<file path="src/rtl/tx_pkg.sv">
// tx_pkg: shared definitions for the TX frame controller.
//   - FSM state encoding (tx_state_e)
//   - tx_packet layout: width, header field bit positions, payload width
//   - default CRC-8 generator polynomial and seed
// Optional feature macro used by the top: TX_CRC_INJECT_EN.
package tx_pkg;

  localparam int PKT_W    = 136;
  localparam int PAY_W    = 128;

  // Header byte lives in the top 8 bits of the packet image.
  localparam int HDR_MSB  = 135;
  localparam int HDR_LSB  = 128;
  localparam int DEST_MSB = 135;
  localparam int DEST_LSB = 134;
  localparam int SRC_MSB  = 133;
  localparam int SRC_LSB  = 132;
  localparam int LEN_MSB  = 131;
  localparam int LEN_LSB  = 128;

  localparam logic [7:0] DEF_CRC_POLY = 8'h07;  // x^8+x^2+x+1
  localparam logic [7:0] DEF_CRC_INIT = 8'h00;

  typedef enum logic [2:0] {
    ST_IDLE = 3'd0,
    ST_HDR  = 3'd1,
    ST_PAY  = 3'd2,
    ST_CRC  = 3'd3,
    ST_DONE = 3'd4
  } tx_state_e;

endpackage

</file>
<file path="src/rtl/crc8_update.sv">
// crc8_update: one combinational CRC-8 step over a full byte.
//   MSB-first, no reflection, no final XOR.
// Ports:
//   crc_in  [7:0] current CRC register
//   byte_in [7:0] byte being absorbed
//   crc_out [7:0] CRC register after absorbing byte_in
module crc8_update
  import tx_pkg::*;
#(
  parameter logic [7:0] CRC_POLY = DEF_CRC_POLY
) (
  input  logic [7:0] crc_in,
  input  logic [7:0] byte_in,
  output logic [7:0] crc_out
);

  logic [7:0] w_c;

  always_comb begin
    w_c = crc_in ^ byte_in;
    for (int i = 0; i < 8; i++) begin
      w_c = w_c[7] ? ((w_c << 1) ^ CRC_POLY) : (w_c << 1);
    end
    crc_out = w_c;
  end

endmodule

</file>
<file path="src/rtl/tx_frame_controller.sv">
// tx_frame_controller: serializes a captured packet as
//   header byte, L payload bytes (L = header[3:0]), CRC-8 byte.
// Optional feature: define TX_CRC_INJECT_EN to let a captured test_mode=1
// flip bit 0 of the transmitted CRC byte (error injection).
// Ports:
//   clk, rst_n          clock (rising edge), async active-low reset
//   start               transmit request, level-sampled
//   tx_packet [135:0]   header + 16 payload bytes, MSB-first
//   flag_status [1:0]   both bits must be set for start to be accepted
//   test_mode           CRC error-injection request
//   tx_data/tx_valid/tx_ready/tx_last  byte stream out
//   busy, done, err_start               status
// Handshake: a byte moves only on a cycle where tx_valid && tx_ready; while
// tx_valid && !tx_ready, tx_data and tx_last hold their value.
module tx_frame_controller
  import tx_pkg::*;
#(
  parameter logic [7:0] CRC_POLY = DEF_CRC_POLY,
  parameter logic [7:0] CRC_INIT = DEF_CRC_INIT
) (
  input  logic             clk,
  input  logic             rst_n,
  input  logic             start,
  input  logic [PKT_W-1:0] tx_packet,
  input  logic [1:0]       flag_status,
  input  logic             test_mode,
  output logic [7:0]       tx_data,
  output logic             tx_valid,
  input  logic             tx_ready,
  output logic             tx_last,
  output logic             busy,
  output logic             done,
  output logic             err_start
);

  tx_state_e        r_state;
  logic [PAY_W-1:0] r_pay;      // top byte is always the next payload byte
  logic [3:0]       r_len;
  logic [3:0]       r_cnt;      // payload bytes already transferred
  logic             r_tm;
  logic [7:0]       r_crc;
  logic [7:0]       r_tx_data;
  logic             r_tx_valid;
  logic             r_tx_last;
  logic             r_busy;
  logic             r_done;
  logic             r_err_start;

  logic             w_xfer;
  logic [7:0]       w_crc_next;
  logic [7:0]       w_crc_byte;

  assign w_xfer = r_tx_valid & tx_ready;

  // CRC including the byte currently on tx_data (header/payload states only).
  crc8_update #(.CRC_POLY(CRC_POLY)) u_crc (
    .crc_in  (r_crc),
    .byte_in (r_tx_data),
    .crc_out (w_crc_next)
  );

`ifdef TX_CRC_INJECT_EN
  assign w_crc_byte = w_crc_next ^ {7'b0, r_tm};
`else
  logic w_unused_tm;
  assign w_unused_tm = r_tm;
  assign w_crc_byte  = w_crc_next;
`endif

  always_ff @(posedge clk or negedge rst_n) begin
    if (!rst_n) begin
      r_state     <= ST_IDLE;
      r_pay       <= '0;
      r_len       <= '0;
      r_cnt       <= '0;
      r_tm        <= 1'b0;
      r_crc       <= CRC_INIT;
      r_tx_data   <= '0;
      r_tx_valid  <= 1'b0;
      r_tx_last   <= 1'b0;
      r_busy      <= 1'b0;
      r_done      <= 1'b0;
      r_err_start <= 1'b0;
    end else begin
      r_done      <= 1'b0;
      r_err_start <= 1'b0;
      case (r_state)
        ST_IDLE: begin
          if (start) begin
            if (flag_status == 2'b11) begin
              r_pay      <= tx_packet[PAY_W-1:0];
              r_len      <= tx_packet[LEN_MSB:LEN_LSB];
              r_tm       <= test_mode;
              r_crc      <= CRC_INIT;
              r_tx_data  <= tx_packet[HDR_MSB:HDR_LSB];
              r_tx_valid <= 1'b1;
              r_busy     <= 1'b1;
              r_state    <= ST_HDR;
            end else begin
              r_err_start <= 1'b1;
            end
          end
        end
        ST_HDR, ST_PAY: begin
          if (w_xfer) begin
            r_crc <= w_crc_next;
            // Last header/payload byte: next byte is the CRC of everything sent.
            if ((r_state == ST_HDR && r_len == 4'd0) ||
                (r_state == ST_PAY && r_cnt == r_len - 4'd1)) begin
              r_tx_data <= w_crc_byte;
              r_tx_last <= 1'b1;
              r_state   <= ST_CRC;
            end else begin
              r_tx_data <= r_pay[PAY_W-1 -: 8];
              r_pay     <= r_pay << 8;
              r_cnt     <= (r_state == ST_HDR) ? 4'd0 : r_cnt + 4'd1;
              r_state   <= ST_PAY;
            end
          end
        end
        ST_CRC: begin
          if (w_xfer) begin
            r_tx_data  <= '0;
            r_tx_valid <= 1'b0;
            r_tx_last  <= 1'b0;
            r_done     <= 1'b1;
            r_state    <= ST_DONE;
          end
        end
        ST_DONE: begin
          r_busy  <= 1'b0;
          r_state <= ST_IDLE;
        end
        default: begin
          r_state <= ST_IDLE;
        end
      endcase
    end
  end

  assign tx_data   = r_tx_data;
  assign tx_valid  = r_tx_valid;
  assign tx_last   = r_tx_last;
  assign busy      = r_busy;
  assign done      = r_done;
  assign err_start = r_err_start;

endmodule

</file>
<file path="config.mk">
export PLATFORM = sky130hd
export DESIGN_NAME = tx_frame_controller
export DESIGN_NICKNAME = d
export VERILOG_FILES = /design/src/rtl/tx_pkg.sv /design/src/rtl/crc8_update.sv /design/src/rtl/tx_frame_controller.sv
export SDC_FILE = /design/constraint.sdc
export NUM_CORES = 1
export LEC_CHECK = 0
export CAP_MARGIN = 10
export CORE_UTILIZATION = 55
export CTS_CLUSTER_SIZE = 14
export DETAILED_ROUTE_END_ITERATION = 8
export DONT_BUFFER_PORTS = 1
export PLACE_DENSITY = 0.7
export SLEW_MARGIN = 10
export SYNTH_ARGS = -nofsm -noshare
export SYNTH_HDL_FRONTEND = slang
export SYNTH_SLANG_ARGS = --single-unit
export TNS_END_PERCENT = 20
</file>
<file path="constraint.sdc">
create_clock -name clk -period 2.4 [get_ports clk]
set_input_delay 0.24 -clock clk [delete_from_list [all_inputs] [get_ports clk]]
set_output_delay 0.24 -clock clk [all_outputs]
set_load 0.01 [all_outputs]
</file>
# Yosys cells after proc, flatten, opt, wreduce, memory -nomap -nowiden
# Cells that the tools add are included.
# Widths: inputs -> output; s select.
[word_totals]
regBits = 160
in_bits = 143
out_inout_bits = 13
word_cells = 99
[classes]
n_addsub = 2
eq_ne = 12
n_mux = 43
bitwise_logic = 11
n_reduce_logical = 20
[ops]
columns = ["op", "count"]
rows = [
  ["$mux 128", 4],
  ["$pmux 128 s2", 1],
  ["$mux 8", 8],
  ["$mux 3", 12],
  ["$not 3->3", 8],
  ["$pmux 8 s3", 1],
  ["$pmux 8 s2", 1],
  ["$reduce_and 4->1", 4],
  ["$ne 2x2->1 const B", 6],
  ["$mux 1", 11],
  ["$reduce_and 5->1", 2],
  ["$pmux 3 s3", 1],
  ["$reduce_and 3->1", 3],
  ["$reduce_bool 2->1", 4],
  ["$xor 8x8->8", 1],
  ["$eq 3x2->1 const B", 2],
  ["$pmux 1 s2", 3],
  ["$add 4x1->4 const B", 1],
  ["$eq 4x4->1", 1],
  ["$logic_not 4->1", 1],
  ["$mux 4", 1],
  ["$sub 4x1->4 const B", 1],
  ["$eq 3x1->1 const B", 1],
  ["$eq 3x3->1 const B", 1],
  ["8 further kinds", 9],
]

# Logic depth before layout (Yosys ltp)
[logic_depth]
word_depth = 20
depth_mapped = 10
mapped_depth_nobuf = 7

# Cells and area by module
# From an unflattened synthesis, not the netlist that was laid out.
[hier_totals]
hier_cells = 598
area_unflattened_um2 = 8389.3
[modules_own_cells]
columns = ["mod", "instances", "cells_each", "area_per_inst_um2", "seq_area_each_um2"]
rows = [
  ["tx_frame_controller", 1, 578, 8176.6, 4003.8],
  ["crc8_update", 1, 20, 212.7, 0.0],
]

# Least setup slack after synthesis
# OpenSTA, ideal clock, no wires.
[synth_path]
path_kind = "flip-flop to flip-flop"
start = "register r_state[1]"
end = "register r_pay[100]"
setup_ns = 0.125
arrival_time_ns = 2.079
required_ns = 2.275
setup_slack_ns = 0.196
path_stages_with_launch = 9
n_path_buf = 4
period_less_slack_ns = 2.204
cell_sequence = "dfrtp_1 -> buf_6 -> or4b_4 -> or2_0 -> buf_6 -> o21ai_4 -> buf_12 -> buf_12 -> mux2_4"
[synth_between]
elab_chain_cells = 5
word_cells_on_any_way = 14
classes_between = "eq/ne (6); mux (1); reduce/logical (7)"
[synth_rtl]
columns = ["element", "line", "text"]
rows = [
  ["from (decl)", "tx_frame_controller.sv:36", "tx_state_e r_state;"],
  ["from (signal assigned)", "tx_frame_controller.sv:72", "r_state <= ST_IDLE;"],
  ["from (signal assigned)", "tx_frame_controller.sv:98", "r_state <= ST_HDR;"],
  ["from (signal assigned)", "tx_frame_controller.sv:112", "r_state <= ST_CRC;"],
  ["$eq 3x1->1 or $eq 3x2->1 (tied branches)", "tx_frame_controller.sv:87, tx_frame_controller.sv:108, tx_frame_controller.sv:109", ""],
  ["$logic_and 1x1->1, on equally long branches", "tx_frame_controller.sv:108, tx_frame_controller.sv:109", ""],
  ["$logic_or 1x1->1", "tx_frame_controller.sv:108", "if ((r_state == ST_HDR && r_len == 4'd0) ||"],
  ["$ne 2x2->1 (no line)", "n/a", ""],
  ["$reduce_and 5->1 (no line)", "n/a", ""],
  ["to (signal assigned)", "tx_frame_controller.sv:91", "r_pay <= tx_packet[PAY_W-1:0];"],
  ["to (signal assigned)", "tx_frame_controller.sv:115", "r_pay <= r_pay << 8;"],
  ["to (decl)", "tx_frame_controller.sv:37", "logic [PAY_W-1:0] r_pay;"],
]
# Several ways; a longest one is shown, not always the timed one.
# A chain may end at the register's enable or synchronous reset.

# Worst setup path after layout
[layout_path]
start = "register r_state[1]"
end = "register r_pay[81]"
# The elaborated chain is that of the path after synthesis.

==> summary.md <==
| Metric | Value |
|---|---|
| RSZ-0062 raised after global routing | no |
| Core region area | 0.0153 mm^2 |
| Die Width | 127 um |
| Vias in the first global route | 6339 |
| Leakage | 4.76 nW |
| Hold crit path type | in -> async |
| Mux contribution to synthesized area | 20.0% |
| Crit path DAT | 2610 ps |
| Seq cells post-synth | 160 |
| DR iter-0 viols | 390 |
| Worst slew pin tran | 818 ps |
| Post-Route WL | 18500 um |
| Worst Path Required | 2700 ps |
| Total congestion overflow | 0 |
| Root Driver | clkbuf_16 |
| Area Overhead vs Synth | 10.6% |
| Async SR Flop Fraction | 100% |
| Max-cap violation count | 0 |
| Number of routed nets with antenna violations | 0 |
| Max Clk Rate | 0.432 GHz |
| Clock Power Share | 17.9% |
| Clk_lat worst skew | 420 ps |
| Post-Synth Adder-Cell Area | 0.289% |
| Int Power | 9.68 mW |
| DRT Pass-1 Iters | 6 |
| ANT cells | 0 |
| Switching fraction of total power | 38.8% |
| Overall Power | 15.8 mW |
| Fin crit share | 96.4% |
| CP Launch Type | flip-flop |
| Vias | 6021 |
| Synth Cell Area | 0.00864 mm^2 |
| Via density per instance | 5.48 |
| Die Ht | 127 um |
| Initial antenna violation count | 0 |
| Fin. Hold Viols | 160 |
| Simple-Gate Fraction of Synth Area | 19.1% |
| Largest family of logic cells by synthesized area | multiplexers |
| Slew Limit Fails | 0 |
| XOR/XNOR Fraction of Synth Area | 3.36% |
| Sequential fraction of design power | 30.1% |
| # hold bufs at CTS | 13 |
| Port Buffers | 0 |
| Final min period | 2310 ps |
| Setup Crit Path Kind | reg -> reg |
| VDD IR max | 1.01 mV |
| Biggest area consumer among synthesized cells | dfrtp_1 |
| DP HPWL | 12500 um |
| TritonCTS Buffers | 17 |
| Critical path fanouts, max | 29 |
| Yosys top cell area share | 46.3% |
| Netlist cell types | 50 |
| Syn avg cell area | 9.97 um^2 |
| Clock slew at reported path FFs | 60 ps |
| Post-DP Area | 0.00879 mm^2 |
| Final Cell Area | 0.00956 mm^2 |
| Number of placed I/O pins | 156 |
| First-pass GRT wire length | 31000 um |
| Failing checks | negative hold slack |
| Synth warn | 0 |
| Mapped Cells | 867 |
| RePlAce Congestion | 0.854 |
| PwrDens | 1650 mW/mm^2 |
| Filler cells | 1281 |
| Row count | 45 |
| Drt drc | 0 |
| Post-Syn Nets | 1012 |
| H-Tree Depth | 4 |
| Worst Setup End Kind | flip-flop |
| Sink Count | 160 |
| Status | finished with violations |
| GR Util All Layers | 24.1% |
| Setup TNS | 0 ps |
| Primary FF master, synth | dfrtp_1 |
| Initial Util | 56.7% |
| P_sw | 6.14 mW |
| Layout cells sized above 1 | 19.8% |
| Number of synthesized flops with an enable pin | 0 |
| CTS tree | yes |
| Post-synthesis sequential area ratio | 46.3% |
| Combinational power share | 52.0% |
| Final #Nets | 1022 |
| Worst hold slack | -479 ps |
| # setup viols final | 0 |
| Area contributors post-synth | dfrtp_1 (46%), mux2_4 (17%), nand2_1 (16%) |
| Max transition margin | 45.5% |
| Routed WL per cell | 16.8 um |
| Worst Clk Skew | 8.94 ps |
| CTS Buffer Depth | 2 |
| Synth Area in Compound Gates | 5.51% |
| Die area | 0.0162 mm^2 |
| Largest net degree at the start of global routing | 161 |
-- power by group through the flow --
stage          clock network, mW  logic [mW]  registers (mW)
2_1_floorplan                  0        6.85            4.52
3_3_place_gp                   0        7.88            4.73
3_5_place_dp                   0        8.18            4.79
4_1_cts                     2.88        8.29            4.76
5_1_grt                     2.98        9.15            4.91
6_report                    2.83        8.22            4.77
-- worst max-delay path, stage by stage, from the launching register on --
cell     delay (ps)
dfrtp_1         450
or4b_4          560
or2_0           290
o21ai_4         100
buf_4           210
buf_16          240
mux2_4          330
-- per-stage QoR --
step / instances / hold slack (ps) / setup WS (ps) / util [%]
2_1_floorplan: 867 / -55.6 / 196 / -
3_5_place_dp: 1054 / -51.1 / -94.0 / 57.6
6_report: 1098 / -479 / 86.7 / 62.7
3_3_place_gp: 1054 / -49.5 / -32.1 / 57.6
4_1_cts: 1098 / -503 / 92.3 / 62.6
5_1_grt: 1098 / -505 / 0.136 / 62.7
-- path summary, 6_finish.rpt --
kind | from | endpoint | slack (ps) | depth (start not counted)
worst max-delay path | r_state[1]$_DFFE_PN0P_ | r_pay[81]$_DFFE_PN0P_ | 90 | 6
worst min-delay path | rst_n | r_crc[1]$_DFFE_PN0P_ | -480 | 0
worst max register to register | r_state[1]$_DFFE_PN0P_ | r_pay[81]$_DFFE_PN0P_ | 90 | 6
worst min register to register | r_pay[124]$_DFFE_PN0P_ | r_pay[124]$_DFFE_PN0P_ | 490 | 1
max in group asynchronous | rst_n | r_pay[59]$_DFFE_PN0P_ | 2710 | 0
min in group clk | tx_packet[133] | tx_data[5]$_DFFE_PN0P_ | 30 | 2
-- flip-flops by register name (all words and copies together), names as in the netlist --
name / cells
r_pay: 128
r_len: 4
err_start: 1
r_cnt: 4
r_state: 3
tx_data: 8
busy: 1
tx_valid: 1
done: 1
tx_last: 1
r_crc: 8
-- metal layers --
metal  share of wire [%]  vias up  track usage [%]
li1                    -     2858                -
met1                  44     2968             31.1
met2                  48      171             39.5
met3                 5.9       24             6.53
met4                 1.4        0             7.70
met5                   0        -                0
-- cells in the final DEF, fill, tap and decap left out, drive strengths merged, types with 3 or more instances in the layout --
cell type,netlist,routed
o41ai,3,3
a31oi,5,5
bufinv,0,3
dlygate4sd3,0,13
o31ai,3,3
buf,23,31
and3,4,4
inv,14,14
nor2,18,18
a22o,5,5
mux2,120,120
xor2,8,8
a21oi,9,9
xnor2,20,20
dfrtp,160,160
nor3,5,5
o21ai,33,33
nand2,359,359
nand3,12,12
a211oi,3,3
clkbuf,30,24
nand4,3,3
-- timing repair --
action / CTS / global route
endpoints found under the hold margin: 174 / 160
buffers inserted: 2 / 0
gates resized for setup: 0 / 1
setup endpoints to repair: 103 / 9
pin swaps: 1 / 1
-- cell type report --
type	instances	area [um^2]	share of cell area (%)
clock buffers	24	522	5.46
clock inverters	5	100	1.05
inverters	14	52.6	0.549
multi-input cells	640	4180	43.7
flip-flops and latches	160	4000	41.9
well taps	211	264	2.76
repair buffers	44	445	4.66
-- synth_stat cells (3+ instances only) --
library cell  number
dfrtp_1          160
a211oi_1           3
clkbuf_1          30
nor3_1             5
and3_1             4
buf_2              5
mux2_2            10
xor2_1             8
nor2_1            18
o21ai_0           31
inv_1             14
buf_6              5
mux2_4           100
buf_12            11
o31ai_1            3
o41ai_1            3
a22o_1             5
nand3_1           12
a31oi_1            5
a21oi_1            9
xnor2_1           20
nand2_1          359
mux2_1            10
nand4_1            3
-- cell families after synthesis --
family | Yosys count
XOR/XNOR | 30
buffers and inverters | 67
flip-flops | 160
AND/OR/NAND/NOR | 414
AO/OA/AOI/OAI | 74
multiplexers | 120
adder cells (fa/ha/maj) | 2
(Power assumes the default switching activity.)
